### src/rtl/bp_pkg.sv
`default_nettype none
// ============================================================================
//  Module   : bp_pkg
//  Brief    : Shared types and constants for the branch resolution slice.
//  Revision : 1.0 - initial release
// ============================================================================
package bp_pkg;

    localparam int ADDR_W      = 32;
    localparam int INSTR_BYTES = 4;

    typedef struct packed {
        logic [ADDR_W-1:0] pc;
        logic              pred_taken;
        logic [ADDR_W-1:0] pred_target;
    } bp_entry_t;

    typedef enum logic [0:0] {
        RUN     = 1'b0,
        RECOVER = 1'b1
    } bp_state_t;

    function automatic logic [ADDR_W-1:0] seq_pc(input logic [ADDR_W-1:0] pc);
        return pc + ADDR_W'(INSTR_BYTES);
    endfunction

endpackage
`default_nettype wire

### src/rtl/bp_pending_fifo.sv
`default_nettype none
// ============================================================================
//  Module   : bp_pending_fifo
//  Brief    : In-order synchronous FIFO of pending branch entries with clear.
//  Revision : 1.0 - initial release
// ============================================================================
module bp_pending_fifo
    import bp_pkg::*;
#(
    parameter int DEPTH = 4
) (
    input  logic                       clk,
    input  logic                       rst,
    input  logic                       i_push,
    input  logic                       i_pop,
    input  logic                       i_clear,
    input  bp_entry_t                  i_data,
    output bp_entry_t                  o_data,
    output logic                       o_full,
    output logic                       o_empty,
    output logic [$clog2(DEPTH):0]     o_count
);

    localparam int PTR_W = $clog2(DEPTH);
    localparam logic [PTR_W:0] C_CNT_ONE   = (PTR_W+1)'(1);
    localparam logic [PTR_W:0] C_CNT_DEPTH = (PTR_W+1)'(DEPTH);

    bp_entry_t          r_mem_q [DEPTH];
    logic [PTR_W-1:0]   r_wr_ptr_q, w_wr_ptr_d;
    logic [PTR_W-1:0]   r_rd_ptr_q, w_rd_ptr_d;
    logic [PTR_W:0]     r_count_q,  w_count_d;
    logic               w_do_push;
    logic               w_do_pop;

    assign o_full    = (r_count_q == C_CNT_DEPTH);
    assign o_empty   = (r_count_q == '0);
    assign o_count   = r_count_q;
    assign o_data    = r_mem_q[r_rd_ptr_q];

    // A write into a full FIFO is legal only when the head leaves the same cycle.
    assign w_do_pop  = i_pop && !o_empty;
    assign w_do_push = i_push && (!o_full || w_do_pop);

    always_comb begin
        w_wr_ptr_d = r_wr_ptr_q;
        w_rd_ptr_d = r_rd_ptr_q;
        w_count_d  = r_count_q;
        if (i_clear) begin
            w_wr_ptr_d = '0;
            w_rd_ptr_d = '0;
            w_count_d  = '0;
        end else begin
            if (w_do_push) w_wr_ptr_d = r_wr_ptr_q + PTR_W'(1);
            if (w_do_pop)  w_rd_ptr_d = r_rd_ptr_q + PTR_W'(1);
            unique case ({w_do_push, w_do_pop})
                2'b10:   w_count_d = r_count_q + C_CNT_ONE;
                2'b01:   w_count_d = r_count_q - C_CNT_ONE;
                default: w_count_d = r_count_q;
            endcase
        end
    end

    always_ff @(posedge clk) begin
        if (rst) begin
            r_wr_ptr_q <= '0;
            r_rd_ptr_q <= '0;
            r_count_q  <= '0;
        end else begin
            r_wr_ptr_q <= w_wr_ptr_d;
            r_rd_ptr_q <= w_rd_ptr_d;
            r_count_q  <= w_count_d;
        end
    end

    always_ff @(posedge clk) begin
        if (!i_clear && w_do_push) begin
            r_mem_q[r_wr_ptr_q] <= i_data;
        end
    end

endmodule
`default_nettype wire

### src/rtl/branch_resolve_ctrl.sv
`default_nettype none
// ============================================================================
//  Module   : branch_resolve_ctrl
//  Brief    : Fetch PC owner, pending-branch tracking, mispredict redirect.
//             Optional macro BRANCH_STATS_EN adds saturating branch counters.
//  Revision : 1.0 - initial release
// ============================================================================
module branch_resolve_ctrl
    import bp_pkg::*;
#(
    parameter logic [31:0] RESET_PC     = 32'h0000_1000,
    parameter int          DEPTH        = 4,
    parameter int          FLUSH_CYCLES = 2
) (
    input  logic                     clk,
    input  logic                     rst,
    input  logic                     stall,
    input  logic                     f_predict_valid,
    input  logic [31:0]              f_predict_addr,
    output logic [31:0]              f_pc,
    input  logic                     d_valid,
    input  logic                     d_is_branch,
    input  logic [31:0]              d_pc,
    input  logic                     d_pred_taken,
    input  logic [31:0]              d_pred_target,
    output logic                     d_stall,
    input  logic                     x_resolve,
    input  logic                     x_taken,
    input  logic [31:0]              x_target,
    output logic                     flush,
    output logic                     upd_valid,
    output logic [31:0]              upd_pc,
    output logic [31:0]              upd_target,
    output logic                     upd_taken,
    output logic [$clog2(DEPTH):0]   pending_cnt,
    output logic                     protocol_err
`ifdef BRANCH_STATS_EN
    ,
    output logic [31:0]              stat_branches,
    output logic [31:0]              stat_mispredicts
`endif
);

    localparam int CNT_W = $clog2(FLUSH_CYCLES + 1);
    localparam logic [CNT_W-1:0] C_FLUSH_LOAD = CNT_W'(FLUSH_CYCLES);
    localparam logic [CNT_W-1:0] C_CNT_ONE    = CNT_W'(1);

    bp_state_t          r_state_q,     w_state_d;
    logic [CNT_W-1:0]   r_flush_cnt_q, w_flush_cnt_d;
    logic [31:0]        r_f_pc_q,      w_f_pc_d;
    logic               r_flush_q,     w_flush_d;
    logic               r_upd_valid_q, w_upd_valid_d;
    logic [31:0]        r_upd_pc_q,    w_upd_pc_d;
    logic [31:0]        r_upd_tgt_q,   w_upd_tgt_d;
    logic               r_upd_tkn_q,   w_upd_tkn_d;
    logic               r_perr_q,      w_perr_d;

    bp_entry_t          w_head;
    bp_entry_t          w_push_entry;
    logic               w_full;
    logic               w_empty;
    logic               w_run;
    logic               w_pop;
    logic               w_push;
    logic               w_mispred;
    logic               w_clear;

    assign w_run        = (r_state_q == RUN);
    assign w_pop        = w_run && x_resolve && !w_empty;
    assign w_push       = w_run && d_valid && d_is_branch;
    assign w_mispred    = (x_taken != w_head.pred_taken) ||
                          (x_taken && (x_target != w_head.pred_target));
    assign w_clear      = w_pop && w_mispred;
    assign w_push_entry = '{pc: d_pc, pred_taken: d_pred_taken, pred_target: d_pred_target};

    assign d_stall      = w_full && d_valid && d_is_branch;

    bp_pending_fifo #(
        .DEPTH (DEPTH)
    ) u_fifo (
        .clk     (clk),
        .rst     (rst),
        .i_push  (w_push),
        .i_pop   (w_pop),
        .i_clear (w_clear),
        .i_data  (w_push_entry),
        .o_data  (w_head),
        .o_full  (w_full),
        .o_empty (w_empty),
        .o_count (pending_cnt)
    );

    always_comb begin
        w_state_d     = r_state_q;
        w_flush_cnt_d = r_flush_cnt_q;
        w_f_pc_d      = r_f_pc_q;
        w_upd_valid_d = w_pop;
        w_upd_pc_d    = r_upd_pc_q;
        w_upd_tgt_d   = r_upd_tgt_q;
        w_upd_tkn_d   = r_upd_tkn_q;
        w_perr_d      = w_run && x_resolve && w_empty;

        if (!stall) begin
            w_f_pc_d = f_predict_valid ? f_predict_addr : seq_pc(r_f_pc_q);
        end

        if (w_pop) begin
            w_upd_pc_d  = w_head.pc;
            w_upd_tgt_d = x_target;
            w_upd_tkn_d = x_taken;
        end

        unique case (r_state_q)
            RUN: begin
                if (w_clear) begin
                    w_state_d     = RECOVER;
                    w_flush_cnt_d = C_FLUSH_LOAD;
                    w_f_pc_d      = x_taken ? x_target : seq_pc(w_head.pc);
                end
            end
            RECOVER: begin
                if (r_flush_cnt_q <= C_CNT_ONE) begin
                    w_state_d     = RUN;
                    w_flush_cnt_d = '0;
                end else begin
                    w_flush_cnt_d = r_flush_cnt_q - C_CNT_ONE;
                end
            end
            default: begin
                w_state_d     = RUN;
                w_flush_cnt_d = '0;
            end
        endcase

        w_flush_d = (w_state_d == RECOVER);
    end

    always_ff @(posedge clk) begin
        if (rst) begin
            r_state_q     <= RUN;
            r_flush_cnt_q <= '0;
            r_f_pc_q      <= RESET_PC;
            r_flush_q     <= 1'b0;
            r_upd_valid_q <= 1'b0;
            r_upd_pc_q    <= '0;
            r_upd_tgt_q   <= '0;
            r_upd_tkn_q   <= 1'b0;
            r_perr_q      <= 1'b0;
        end else begin
            r_state_q     <= w_state_d;
            r_flush_cnt_q <= w_flush_cnt_d;
            r_f_pc_q      <= w_f_pc_d;
            r_flush_q     <= w_flush_d;
            r_upd_valid_q <= w_upd_valid_d;
            r_upd_pc_q    <= w_upd_pc_d;
            r_upd_tgt_q   <= w_upd_tgt_d;
            r_upd_tkn_q   <= w_upd_tkn_d;
            r_perr_q      <= w_perr_d;
        end
    end

    assign f_pc         = r_f_pc_q;
    assign flush        = r_flush_q;
    assign upd_valid    = r_upd_valid_q;
    assign upd_pc       = r_upd_pc_q;
    assign upd_target   = r_upd_tgt_q;
    assign upd_taken    = r_upd_tkn_q;
    assign protocol_err = r_perr_q;

`ifdef BRANCH_STATS_EN
    logic [31:0] r_stat_br_q, w_stat_br_d;
    logic [31:0] r_stat_mp_q, w_stat_mp_d;

    always_comb begin
        w_stat_br_d = r_stat_br_q;
        w_stat_mp_d = r_stat_mp_q;
        if (w_pop && (r_stat_br_q != '1)) w_stat_br_d = r_stat_br_q + 32'd1;
        if (w_clear && (r_stat_mp_q != '1)) w_stat_mp_d = r_stat_mp_q + 32'd1;
    end

    always_ff @(posedge clk) begin
        if (rst) begin
            r_stat_br_q <= '0;
            r_stat_mp_q <= '0;
        end else begin
            r_stat_br_q <= w_stat_br_d;
            r_stat_mp_q <= w_stat_mp_d;
        end
    end

    assign stat_branches    = r_stat_br_q;
    assign stat_mispredicts = r_stat_mp_q;
`endif

endmodule
`default_nettype wire

### config.mk
export PLATFORM = sky130hd
export DESIGN_NAME = branch_resolve_ctrl
export DESIGN_NICKNAME = d
export VERILOG_FILES = /design/src/rtl/bp_pkg.sv /design/src/rtl/bp_pending_fifo.sv /design/src/rtl/branch_resolve_ctrl.sv
export SDC_FILE = /design/constraint.sdc
export NUM_CORES = 1
export LEC_CHECK = 0
export CAP_MARGIN = 15
export CORE_MARGIN = 2
export CORE_UTILIZATION = 55
export CTS_BUF_LIST = sky130_fd_sc_hd__clkbuf_4
export DETAILED_ROUTE_END_ITERATION = 6
export DONT_BUFFER_PORTS = 1
export PLACE_DENSITY = 0.74
export SYNTH_ARGS = -nofsm -noshare
export SYNTH_HDL_FRONTEND = slang
export SYNTH_HIERARCHICAL = 1
export SYNTH_SLANG_ARGS = --single-unit
### constraint.sdc
create_clock -name clk -period 11.4 [get_ports clk]
set_clock_uncertainty 0.1 [all_clocks]
set_input_delay 3.42 -clock clk [delete_from_list [all_inputs] [get_ports clk]]
set_output_delay 3.42 -clock clk [all_outputs]
set_load 0.02 [all_outputs]
======== Word-level counts from Yosys, hierarchy flattened ========
Memory sizes are Yosys's and may differ from the RTL's. A register that Yosys moved wholly into a read port is not among the register bits.
Index checks and enable logic that the tools add are counted.
Widths: inputs -> output; s select.
operators by class
  equal/unequal tests ..................... 6
  magnitude comparators ................... 1
  mux-type cells .......................... 16
  add/subtract/negate cells ............... 7
  bitwise logic cells ..................... 1
  reduce and logical (&&, ||, !) cells .... 20
operators with widths
  operator               number
  $mux 32                5
  $add 32x3->32 const B  2
  $ne 32x32->1           1
  $logic_and 1x1->1      12
  $mux 2                 4
  $pmux 3 s2             1
  $add 2x1->2 const B    2
  $mux 1                 4
  $pmux 2 s2             1
  $add 3x1->3 const B    1
  $eq 3x3->1 const B     1
  $logic_not 1->1        3
  $logic_not 3->1        1
  $sub 3x1->3 const B    1
  $eq 2x1->1 const B     1
  $eq 2x2->1 const B     1
  $le 2x1->1 const B     1
  $logic_or 1x1->1       2
  $ne 2x1->1 const B     1
  $pmux 1 s2             1
  $reduce_bool 2->1      1
  $reduce_or 2->1        1
  $sub 2x1->2 const B    1
  $ne 1x1->1             1
  $not 1->1              1
storage, ports and cells
  bits of input ports ..................... 137
  bits in writable memories ............... 260
  output and inout bits ................... 104
  logic and storage cells ................. 63
  memories kept ........................... 1
  register bits after elaboration ......... 109
memories
  memory          depth  bits a word  rd ports  clocked after memory_dff  wr ports  RTL line               source
  u_fifo.r_mem_q  4      65           1         1                         1         bp_pending_fifo.sv:28  bp_entry_t r_mem_q [DEPTH];

======== Depth between registers and ports, before layout ========
  word-level depth ........................ 9
  mapped depth ............................ 13
  mapped depth without buffers ............ 10

======== Cells and area by module ========
The synthesis kept the hierarchy.
modules (own cells, without submodules)
  module               sequential area each (sq um)  instances  area an instance (sq um)  cells an instance
  bp_pending_fifo      7987.7                        1          9970.8                    409
  branch_resolve_ctrl  2042.0                        1          6047.0                    814

======== Least setup slack after synthesis ========
Ideal clock, no wire load.
  path kind ............................... input to register
  from .................................... input port x_target[10]
  to ...................................... memory u_fifo/r_mem_q[0][0] (netlist name), enable pin
  library setup time ...................... 581 ps
  stages .................................. 8
  arrival time ............................ 9393 ps
  setup slack ............................. 1326 ps
  data required time ...................... 10719 ps
  path buffers ............................ 1
  cells stage by stage .................... xnor2_1 nand4_1 nor4_1 nand3_1 nand2_1 inv_2 buf_2 nor3b_1
on the way
  word-level cells in the longest chain between the ends .. 8
ends and longest elaborated chain
  element                       RTL line                   source
  from (decl)                   branch_resolve_ctrl.sv:29  input logic [31:0] x_target,
  $ne 32x32->1                  branch_resolve_ctrl.sv:72  (x_taken && (x_target != w_head.pred_target));
  $logic_and 1x1->1             branch_resolve_ctrl.sv:72
  $logic_or 1x1->1              branch_resolve_ctrl.sv:71  assign w_mispred = (x_taken != w_head.pred_taken) ||
  $logic_and 1x1->1             branch_resolve_ctrl.sv:73  assign w_clear = w_pop && w_mispred;
  via w_clear                   branch_resolve_ctrl.sv:66  logic w_clear;
  $logic_not 1->1               bp_pending_fifo.sv:76      if (!i_clear && w_do_push) begin
  $logic_and 1x1->1             bp_pending_fifo.sv:76
  $mux 1                        bp_pending_fifo.sv:76
  $mux 1 (not written as such)  bp_pending_fifo.sv:77      r_mem_q[r_wr_ptr_q] <= i_data;
  to (decl)                     bp_pending_fifo.sv:28
The timed path passes the listed nets, and every way through them passes these cells.

======== Worst setup path in the final report ========
  from .................................... input port d_is_branch
  to ...................................... output port d_stall
on the way
  word-level cells in the longest chain between the ends .. 1
ends and longest elaborated chain
  element            RTL line                   source
  from (decl)        branch_resolve_ctrl.sv:22  input logic d_is_branch,
  $logic_and 1x1->1  branch_resolve_ctrl.sv:76  assign d_stall = w_full && d_valid && d_is_branch;
  to (decl)          branch_resolve_ctrl.sv:26  output logic d_stall,
No other way between the ends.

==> impl_metrics.yaml <==
synth:
  seq_area_frac_synth_pct: 62.62
  synth_mux_area_share_pct: 10.34
  synth-simple-area-share_pct: 11.55
  yosysWarnings: 6
  ys_types: 74
  synth-compound-area-share_pct: 8.436
  synth_ff_type: "edfxtp_1"
  async_reset_ff_share_pct: 0
  ys_seq_elements: 371
  synth_xor_xnor_area_share_pct: 3.499
  synth_top_family_by_area: "simple AND/OR/NAND/NOR gates"
  synthAdderAreaFrac_pct: 0.5937
  syn_avg_cell_area_sq_um: 13.10
  syn-cell-area_sq_um: 16020
  synth_enable_flop_cells: 260
  syn_nets: 1367
  synthCells: 1223
die:
  dieArea_sq_um: 30500
  start_util_pct: 55.81
  core_area_sq_um: 28700
  ios: 241
  fp-row-count: 62
  die_h_um: 174.7
  die_w_um: 174.7
timing:
  slew_viol_final: 0
  fmax_mhz: 138.9
  fin_crit_sh_pct: 63.16
  finalSetupTns_ns: 0
  period_needed_ns: 7.201
  worst_slew_pin_slew_ns: 1.079
  rsz0062_at_grt: "no"
  setup_viol: 0
  finalHoldViolCount: 0
  relSlewSlack_pct: 26.23
worst_setup_path:
  max_stage_delay_ns: 0.26
  crit_arrival_ns: 3.68
  crit_fanout: 2
  cp_cell_sequence: "and3_1"
  critical_path_required_ns: 7.88
  critPathTopFamily: "simple AND/OR/NAND/NOR gates"
  timing.critical_path.buf_inv: 0
  start_kind: "input pin"
  path_class: "in -> out"
  cp-end-kind: "output pin"
  cp_slowest_cell: "and3_1"
route:
  viasPerCell: 6.297
  drtPass1Iterations: 5
  ant_nets: 0
  dr_total_vias: 10740
  drt-total-wl_um: 42850
  drt_iter0_markers: 1287
  wl_per_cell_um: 25.12
  drc: 0
power:
  switching_power_mw: 0.6258
  p_leak_nw: 5.508
  vdd_drop_max_mv: 0.1001
  p_clk_share_pct: 39.5
  p_seq_share_pct: 55.9
  p_sw_share_pct: 23.17
  internal_power_mw: 2.076
  p_per_area_nw_per_um2: 155.2
  power_frac_comb_pct: 4.6
clocking:
  clock-sinks: 371
  post_cts_buffers: 0
  htreeDepth: 3
  tritoncts: "yes"
  cts_made_buffers: 89
  ctsResizeCount: 0
  clkLatencyLatePin_ns: 0.70
  path_clk_slew_ns: 0.07
  clockRootBuffer: "clkbuf_4"
  hold_buffers: 0
  clk_path_buf_depth: 3
job:
  drv_cap: 0
cells_and_area:
  seq_area_sq_um: 10030
  drive_gt1_share_pct: 19.47
  fillers: 2264
  mostFrequentLayoutCell: "edfxtp_1"
  nNetsFinal: 1394
  area_delta_synth_final_pct: 8.678
  finish.instance_area_sq_um: 17410
  multi_input_area_sq_um: 5538
  mostFrequentLayoutCells: "edfxtp_1, nand2_1, clkbuf_4"
global_routing:
  grt_overflow_total: 0
  track_usage_pct: 27.92
  antenna_found_initial: 3
  first_global_vias: 10510
  grt_max_degree: 117
  grt_pass1_wl_um: 63410
run_status:
  status: "complete, no violations"
min_path:
  hold_path_class: "reg -> reg"
placement:
  port_buffers: 0
  dp_hpwl_um: 29510
  dpl_cell_area_sq_um: 16250
  routabilityCongestion: 0.9239
==> final timing paths <==
check	cells after the start	to	slack, ns	from
min	1	r_flush_cnt_q[0]$_SDFFE_PP0P_	0.39	r_flush_cnt_q[0]$_SDFFE_PP0P_
max reg2reg	10	u_fifo/r_mem_q[3][50]$_DFFE_PP_	5.17	flop
max	1	d_stall	4.20	d_is_branch
min reg2reg	1	r_flush_cnt_q[0]$_SDFFE_PP0P_	0.39	r_flush_cnt_q[0]$_SDFFE_PP0P_
==> power by group through the flow <==
stage               sequential, mW  combinational [mW]  clock [mW]
finish                        1.51               0.125        1.07
global placement              1.54               0.120           0
global route                  1.51               0.133        1.16
CTS                           1.51               0.121        1.09
detailed placement            1.54               0.120           0
floorplan                     1.53              0.0972           0
==> registers in the layout, indices dropped and copies added (netlist names), named ones only <==
| signal | cells |
|---|---|
| u_fifo/o_count | 3 |
| upd_valid | 1 |
| u_fifo/r_rd_ptr_q | 2 |
| f_pc | 32 |
| u_fifo/r_wr_ptr_q | 2 |
| u_fifo/r_mem_q | 260 |
| protocol_err | 1 |
| r_flush_cnt_q | 2 |
| upd_taken | 1 |
| upd_target | 32 |
| upd_pc | 32 |
| flush | 1 |
==> cells in the mapped netlist, drive strengths merged (8+ instances only) <==
cell type	number	area share, %
clkbuf	41	0.96
buf	34	1.3
nor4	15	0.95
nand2	170	4.0
a21oi	111	3.5
edfxtp	260	49
mux4	65	9.1
nand2b	8	0.31
xnor2	52	2.8
nand3	39	1.2
xor2	12	0.66
mux2i	17	1.1
nor3	14	0.44
o22ai	12	0.47
inv	29	0.68
dfxtp	111	14
and4	8	0.45
and3	9	0.35
nor2	35	0.84
o21ai	48	1.5
nand4	27	1.2
==> routing by layer <==
layer  up-vias  routed length (um)  share of wire, %  global-route usage, %
li1       4756                   -                 -                      -
met1      5259               15800                37                  34.89
met2       675               19650                46                  42.64
met3        50                6406                15                  14.12
met4         2                 923               2.2                  8.507
met5         -                  68              0.16                  1.603
==> final cells by class <==
| type | count | share of cell area, % |
|---|---|---|
| inverter | 31 | 0.6684 |
| clock buffer | 138 | 5.951 |
| multi-input combinational | 746 | 31.81 |
| tap | 384 | 2.760 |
| clock inverter | 23 | 0.6613 |
| timing repair buffer | 11 | 0.4744 |
| antenna | 2 | 0.02875 |
| sequential | 371 | 57.64 |
==> through the flow <==
step	hold slack [ns]	setup slack (ns)	total power, mW	std cells	utilization, %
global placement	0.3623	4.163	1.658	1543	56.62
floorplan	0.3502	1.326	1.630	1223	-
detailed placement	0.3704	3.994	1.660	1543	56.62
finish	0.3859	4.199	2.701	1706	60.65
global route	0.4050	4.187	2.809	1705	60.64
CTS	0.3839	4.198	2.718	1704	60.63
==> logic make-up after synthesis <==
| family | Yosys count |
|---|---|
| AO/OA/AOI/OAI | 229 |
| XOR/XNOR | 64 |
| adder cells (fa/ha/maj) | 7 |
| buffers and inverters | 106 |
| flip-flops | 371 |
| multiplexers | 84 |
| AND/OR/NAND/NOR | 362 |
(Power assumes the default switching activity.)
